**config.mk**
```make
export PLATFORM = sky130hd
export DESIGN_NAME = instruction_fetch_unit
export DESIGN_NICKNAME = d
export VERILOG_FILES = /design/src/rtl/instruction_fetch_unit.sv
export SDC_FILE = /design/constraint.sdc
export NUM_CORES = 1
export LEC_CHECK = 0
export CAP_MARGIN = 10
export CELL_PAD_IN_SITES_DETAIL_PLACEMENT = 0
export CELL_PAD_IN_SITES_GLOBAL_PLACEMENT = 1
export CORE_MARGIN = 2
export CORE_UTILIZATION = 41
export DETAILED_ROUTE_END_ITERATION = 10
export HOLD_SLACK_MARGIN = 0.12
export PLACE_DENSITY = 0.84
export SYNTH_ARGS = -nofsm -noshare
export SYNTH_HDL_FRONTEND = slang
export SYNTH_SLANG_ARGS = --single-unit
```
**constraint.sdc**
```tcl
create_clock -name clk -period 7.75 [get_ports clk]
set_clock_uncertainty 0.15 [all_clocks]
set_input_delay 1.1625 -clock clk [delete_from_list [all_inputs] [get_ports clk]]
set_output_delay 1.1625 -clock clk [all_outputs]
set_load 0.02 [all_outputs]
```
**src/rtl/instruction_fetch_unit.sv**
```systemverilog
// Instruction-fetch stage: owns the PC, issues word requests to instruction
// memory, and queues (pc, instr) pairs in a 2-entry FIFO that feeds the
// fetch/decode register. A redirect flushes the FIFO and drops any response
// still in flight.
//
// Handshake: a request transfers on a cycle where imem_req && imem_gnt;
// imem_req/imem_addr stay stable while imem_gnt is low unless a redirect
// intervenes. Each granted request is answered by exactly one imem_rvalid
// cycle, at the earliest the cycle after the grant. The fetch/decode side
// consumes the FIFO head on any cycle where fd_valid && !stall.
module instruction_fetch_unit #(
  parameter logic [31:0] RESET_PC  = 32'h0000_0000,
  parameter logic [31:0] NOP_INSTR = 32'h0000_0013
) (
  input  logic        clk,
  input  logic        rst,
  input  logic        stall,
  input  logic        redirect,
  input  logic [31:0] redirect_pc,
  output logic        imem_req,
  output logic [31:0] imem_addr,
  input  logic        imem_gnt,
  input  logic        imem_rvalid,
  input  logic [31:0] imem_rdata,
  output logic        fd_valid,
  output logic [31:0] fd_pc,
  output logic [31:0] fd_instruction,
  output logic [1:0]  dbg_state
);

  typedef enum logic [1:0] {
    S_IDLE = 2'd0,  // nothing outstanding
    S_BUSY = 2'd1,  // one request outstanding, its data will be kept
    S_DROP = 2'd2   // one request outstanding, its data will be discarded
  } state_t;

  state_t      r_state;
  state_t      w_state_nxt;
  logic [31:0] r_fetch_pc;
  logic [31:0] r_pending_pc;
  logic [31:0] r_fifo_pc    [2];
  logic [31:0] r_fifo_instr [2];
  logic        r_rd_ptr;
  logic        r_wr_ptr;
  logic [1:0]  r_occ;

  logic        w_pop;
  logic        w_push;
  logic        w_req;
  logic        w_grant;
  logic [2:0]  w_credit;

  assign w_pop   = (r_occ != 2'd0) && !stall;
  assign w_grant = w_req && imem_gnt;
  // Work already committed once this cycle's pop is accounted for.
  assign w_credit = {1'b0, r_occ} + {2'b00, (r_state != S_IDLE)} - {2'b00, w_pop};

  // FSM state register.
  always_ff @(posedge clk or posedge rst) begin
    if (rst) r_state <= S_IDLE;
    else     r_state <= w_state_nxt;
  end

  // FSM next-state logic; redirect turns an unanswered request into a drop.
  always_comb begin
    w_state_nxt = r_state;
    case (r_state)
      S_IDLE: if (w_grant) w_state_nxt = S_BUSY;
      S_BUSY: begin
        if (redirect)         w_state_nxt = imem_rvalid ? S_IDLE : S_DROP;
        else if (imem_rvalid) w_state_nxt = w_grant ? S_BUSY : S_IDLE;
      end
      S_DROP: if (imem_rvalid) w_state_nxt = S_IDLE;
      default: w_state_nxt = S_IDLE;
    endcase
  end

  // FSM outputs: request issue (credit-limited) and response push.
  always_comb begin
    w_req  = !rst && !redirect &&
             (r_state == S_IDLE || (r_state == S_BUSY && imem_rvalid)) &&
             (w_credit < 3'd2);
    w_push = (r_state == S_BUSY) && imem_rvalid && !redirect;
  end

  // Program counter and the address of the request currently outstanding.
  always_ff @(posedge clk or posedge rst) begin
    if (rst) begin
      r_fetch_pc   <= RESET_PC;
      r_pending_pc <= RESET_PC;
    end else if (redirect) begin
      r_fetch_pc <= redirect_pc;
    end else if (w_grant) begin
      r_pending_pc <= r_fetch_pc;
      r_fetch_pc   <= r_fetch_pc + 32'd4;
    end
  end

  // Output FIFO: push responses, pop on unstalled consume, flush on redirect.
  always_ff @(posedge clk or posedge rst) begin
    if (rst) begin
      r_occ           <= 2'd0;
      r_rd_ptr        <= 1'b0;
      r_wr_ptr        <= 1'b0;
      r_fifo_pc[0]    <= 32'h0;
      r_fifo_pc[1]    <= 32'h0;
      r_fifo_instr[0] <= 32'h0;
      r_fifo_instr[1] <= 32'h0;
    end else if (redirect) begin
      r_occ    <= 2'd0;
      r_rd_ptr <= 1'b0;
      r_wr_ptr <= 1'b0;
    end else begin
      if (w_push) begin
        r_fifo_pc[r_wr_ptr]    <= r_pending_pc;
        r_fifo_instr[r_wr_ptr] <= imem_rdata;
        r_wr_ptr               <= ~r_wr_ptr;
      end
      if (w_pop) r_rd_ptr <= ~r_rd_ptr;
      r_occ <= r_occ + {1'b0, w_push} - {1'b0, w_pop};
    end
  end

  assign imem_req       = w_req;
  assign imem_addr      = r_fetch_pc;
  assign fd_valid       = (r_occ != 2'd0);
  assign fd_pc          = fd_valid ? r_fifo_pc[r_rd_ptr] : 32'h0;
  assign fd_instruction = fd_valid ? r_fifo_instr[r_rd_ptr] : NOP_INSTR;
  assign dbg_state      = r_state;

endmodule

```
After elaboration in Yosys (flattened, before gate mapping). Index checks and enable logic that the tools add are counted.

Bits in latches: 0. RAM bits: 0. Logic and storage cells: 76. Memories: 0. Bits in read-only memories: 0. Output and inout bits: 100. Register bits after elaboration: 198. Input port bits: 70.

$mul: 0. Equality and inequality tests: 5. Shift operators: 0. Magnitude comparators: 4. Div/mod/pow operators: 0. Reductions and logical operators: 21. Muxes and demuxes: 26. Bitwise logic cells: 5. Add/sub/neg operators: 5.

Operators by type and width (number): $mux 32 (11); $bwmux 64 (2); $add 32x3->32 const B (1); $demux 32 s1 (1); $mux 2 (6); $reduce_bool 2->1 (5); $logic_and 1x1->1 (8); $pmux 2 s3 (1); $mux 1 (5); $ge 2x2->1 const B (2); $ne 2x2->1 const B (2); $not 1->2 (2); $reduce_and 2->1 (2); $add 2x1->3 (1); $logic_not 1->1 (3); $lt 3x2->1 const B (1); $ne 3x3->1 const B (1); $not 1->1 (3); $reduce_and 3->1 (1); $sub 3x1->3 (1); $add 2x1->2 (1); $eq 2x1->1 const B (1); $eq 2x2->1 const B (1); $logic_not 2->1 (1); 3 further kinds (3).

Logic depth before layout (Yosys ltp).
Word-level depth: 10. Mapped depth: 11. Gate-level depth less buffers: 9.

Least setup slack after synthesis. No wires, ideal clock.

Kind: input to output. Start point: input stall. End point: output imem_req. Path slack: 4019 ps. Data required time: 6438 ps. Arrival time: 2419 ps. Stages on the path: 6. Cells stage by stage: xor2_1 -> nand2_1 -> fa_1 -> nor4b_2 -> nand2_1 -> nor2_1.

Word-level cells in the longest chain between the ends: 5.

RTL lines: start, declared (line 17) `input logic stall,`; $logic_not 1->1 (line 53) `assign w_pop = (r_occ != 2'd0) && !stall;`; $logic_and 1x1->1 (line 53); $sub 3x1->3 (line 56) `assign w_credit = {1'b0, r_occ} + {2'b00, (r_state != S_IDLE)} - {2'b00, w_pop};`; $lt 3x2->1 (line 82) `(w_credit < 3'd2);`; $logic_and 1x1->1 (line 81) `(r_state == S_IDLE || (r_state == S_BUSY && imem_rvalid)) &&`; end, declared (line 20) `output logic imem_req,`.

No other way between the ends.

Worst setup path after layout. Same ends and word-level chain as after synthesis.

==> summary.md <==
| Metric | Value |
|---|---|
| Max-cap viol count | `0` |
| Site Rows | `54` |
| Post-synthesis cell type count | `48` |
| Share of cells above drive strength 1 | `0.185` |
| EDFF count, synth | `0` |
| Final WL | `22.0 mm` |
| Postcts setup bufs | `0` |
| Synth Flop Type | `dfrtp_1` |
| Critical path startpoint category | `input port` |
| Final Net Count | `1026` |
| Rel. slew slack | `0.369` |
| Tcrit/Tclk final | `0.620` |
| Hold_buf cts | `0` |
| Clock root buffer | `clkbuf_16` |
| Net load switching power | `1.22 mW` |
| # DRC | `0` |
| Vias in the first global route | `6750` |
| Clk pin slew, worst setup/hold paths | `0.06 ns` |
| WS Path Type | `in -> out` |
| Yosys warning total | `0` |
| Drt via density | `5.28` |
| Seq/Total Area, Yosys | `0.542` |
| N_diodes | `0` |
| Starting Density | `0.419` |
| Antenna-violating nets left | `0` |
| Crit-path max FO | `3` |
| Max Freq | `208 MHz` |
| Synth top area share | `0.542` |
| Die width | `153 µm` |
| Setup_tns | `0 ns` |
| Placeable Area | `21800 µm²` |
| Area delta synth->final | `28.0%` |
| Fin. Hold Viols | `0` |
| Worst skew pair latency | `0.42 ns` |
| Inserted Clock Buffers | `17` |
| Comb pwr share | `0.315` |
| Register area | `4960 µm²` |
| Largest net degree at the start of global routing | `127` |
| Initial antenna violation count | `0` |
| Area of the multi-input gates | `3940 µm²` |
| Worst hold path type | `reg -> reg` |
| Initial drt markers | `369` |
| IO buf count | `169` |
| Total die area | `23500 µm²` |
| Power Internal | `2.49 mW` |
| Tot GR Track Use | `0.189` |
| Critical Path Sink Type | `output port` |
| Global route overflow | `0` |
| Pwr Density | `317 nW/µm²` |
| Post-CTS sizing | `0` |
| IO Count | `170` |
| Post-synth ARST share | `1.00` |
| Flop and latch count out of synthesis | `198` |
| Req. time, crit path | `6.44 ns` |
| First-pass GRT wire length | `35.4 mm` |
| Static leakage | `5.17 nW` |
| Setup-failing EPs final | `0` |
| Commonest non-fill, non-tap cell in the layout | `dfrtp_1` |
| Filler Cell Count | `1939` |
| Post-DP HPWL | `14.2 mm` |
| Synth area leaders | `dfrtp_1 54%, mux2_2 16%, mux2i_1 7.3%` |
| Peak VDD IR | `0.000149 V` |
| Actual slew at the worst max-slew pin | `0.946 ns` |
| WL/cell | `17.7 µm` |
| Pins over their slew limit | `0` |
| GPL Wtd Cong | `0.819` |
| DIE HEIGHT | `153 µm` |
| Most frequent cells in the layout | `197 x dfrtp_1, 168 x clkdlybuf4s50_1, 127 x mux2_2` |
| Syn_nets | `877` |
| H-tree levels | `4` |
| Sw frac | `0.328` |
| Cells after Synth | `803` |
| PnR worst setup slack | `2.95 ns` |
| Clock sinks | `198` |
| CTS tree | `done` |
| RSZ-0062 raised after global routing | `no` |
| Post-synth top area cell | `dfrtp_1` |
| CP Data Arrival Time | `3.49 ns` |
| Outcome | `complete, no violations` |
| DP Worst Slack | `2.94 ns` |
| Sequential Power Share | `0.423` |
| Cell Area, Synth | `9140 µm²` |
| CTS Buffer Depth | `2` |
| Tmin final | `4.80 ns` |
| Clock Power Share | `0.262` |
| Average size of a mapped cell | `11.4 µm²` |
| DR vias | `6570` |
| Initial DRT Pass Iterations | `4` |
==> metal layers <==
metal  vias to the layer above  part of all wire  track usage
li1                       3097                 -            -
met4                         0            0.0068       0.0534
met3                        11             0.048       0.0335
met1                      3280              0.47        0.264
met2                       182              0.48        0.304
met5                         -                 0            0
==> cell families (layout without fill, tap and decap cells) <==
family          count (synthesis)  in the layout  share of synthesized area
simple gates                  277            277                      0.134
mux                           197            197                      0.234
buf+inv                        57            218                     0.0281
compound gates                 63             63                     0.0486
flops                         198            198                      0.542
fa+ha+maj                       4              4                    0.00630
xor+xnor                        7              7                    0.00671
==> cells in the mapped netlist (all sizes together), types with 4 or more instances <==
master  count
dfrtp     198
mux2      130
nand2     126
nor2       84
mux2i      67
buf        25
clkbuf     24
nand3      19
o21ai      19
nand4      12
o311ai     10
inv         8
a21oi       6
and3        6
and4        6
a221o       5
xor2        5
nor4        4
o211ai      4
==> power groups by stage <==
stage | Clock [mW] | Sequential, mW | Combinational [mW]
after floorplan | 0 | 1.53 | 0.774
after global placement | 0 | 1.58 | 1.17
after detailed placement | 0 | 1.59 | 1.19
after CTS | 0.999 | 1.57 | 1.19
after global routing | 1.04 | 1.62 | 1.28
final | 0.972 | 1.57 | 1.17
==> critical path: stages <==
cell	delay [ns]
clkdlybuf4s50_1	0.53
xor2_1	0.17
nand2_1	0.08
fa_1	0.47
nor4b_2	0.27
nand2_1	0.08
nor2_1	0.09
clkdlybuf4s50_1	0.63
==> path summary, 6_finish.rpt <==
path                       slack [ns]     startpoint                to  cells past startpoint
setup / recovery                 2.95          stall          imem_req                      8
hold / removal                   0.33  r_fifo_pc[50]     r_fifo_pc[50]                      1
setup reg to reg                 4.30   dbg_state[0]     imem_addr[16]                     11
hold reg to reg                  0.33  r_fifo_pc[50]     r_fifo_pc[50]                      1
max in group asynchronous        4.74            rst     r_fifo_pc[15]                      3
min in group asynchronous        1.24            rst  r_fifo_instr[14]                      2
==> sequential cells by signal, indices dropped and copies added (netlist names) <==
signal	count
r_rd_ptr	1
r_wr_ptr	1
r_occ	2
r_fifo_pc	64
imem_addr	32
r_pending_pc	32
dbg_state	2
r_fifo_instr	64
==> final cells by class <==
| class | count | area share |
|---|---|---|
| sequential | 198 | 0.424 |
| inverter | 8 | 0.00321 |
| clock inverter | 13 | 0.0188 |
| multi-input combinational | 548 | 0.337 |
| clock buffer | 18 | 0.0367 |
| timing repair buffer | 179 | 0.151 |
| tap | 280 | 0.0300 |
==> per-stage QoR <==
step                utilization  std cells  cell area, µm²  hold slack, ns  power, mW
finish                    0.536       1244           11700           0.333       3.71
global route              0.536       1244           11700           0.352       3.95
CTS                       0.536       1244           11700           0.340       3.77
detailed placement        0.506       1213           11000           0.325       2.78
global placement          0.506       1213           11000           0.316       2.75
floorplan                     -        803            9140           0.307       2.31
Note: power is estimated with default switching activity, not from simulation.
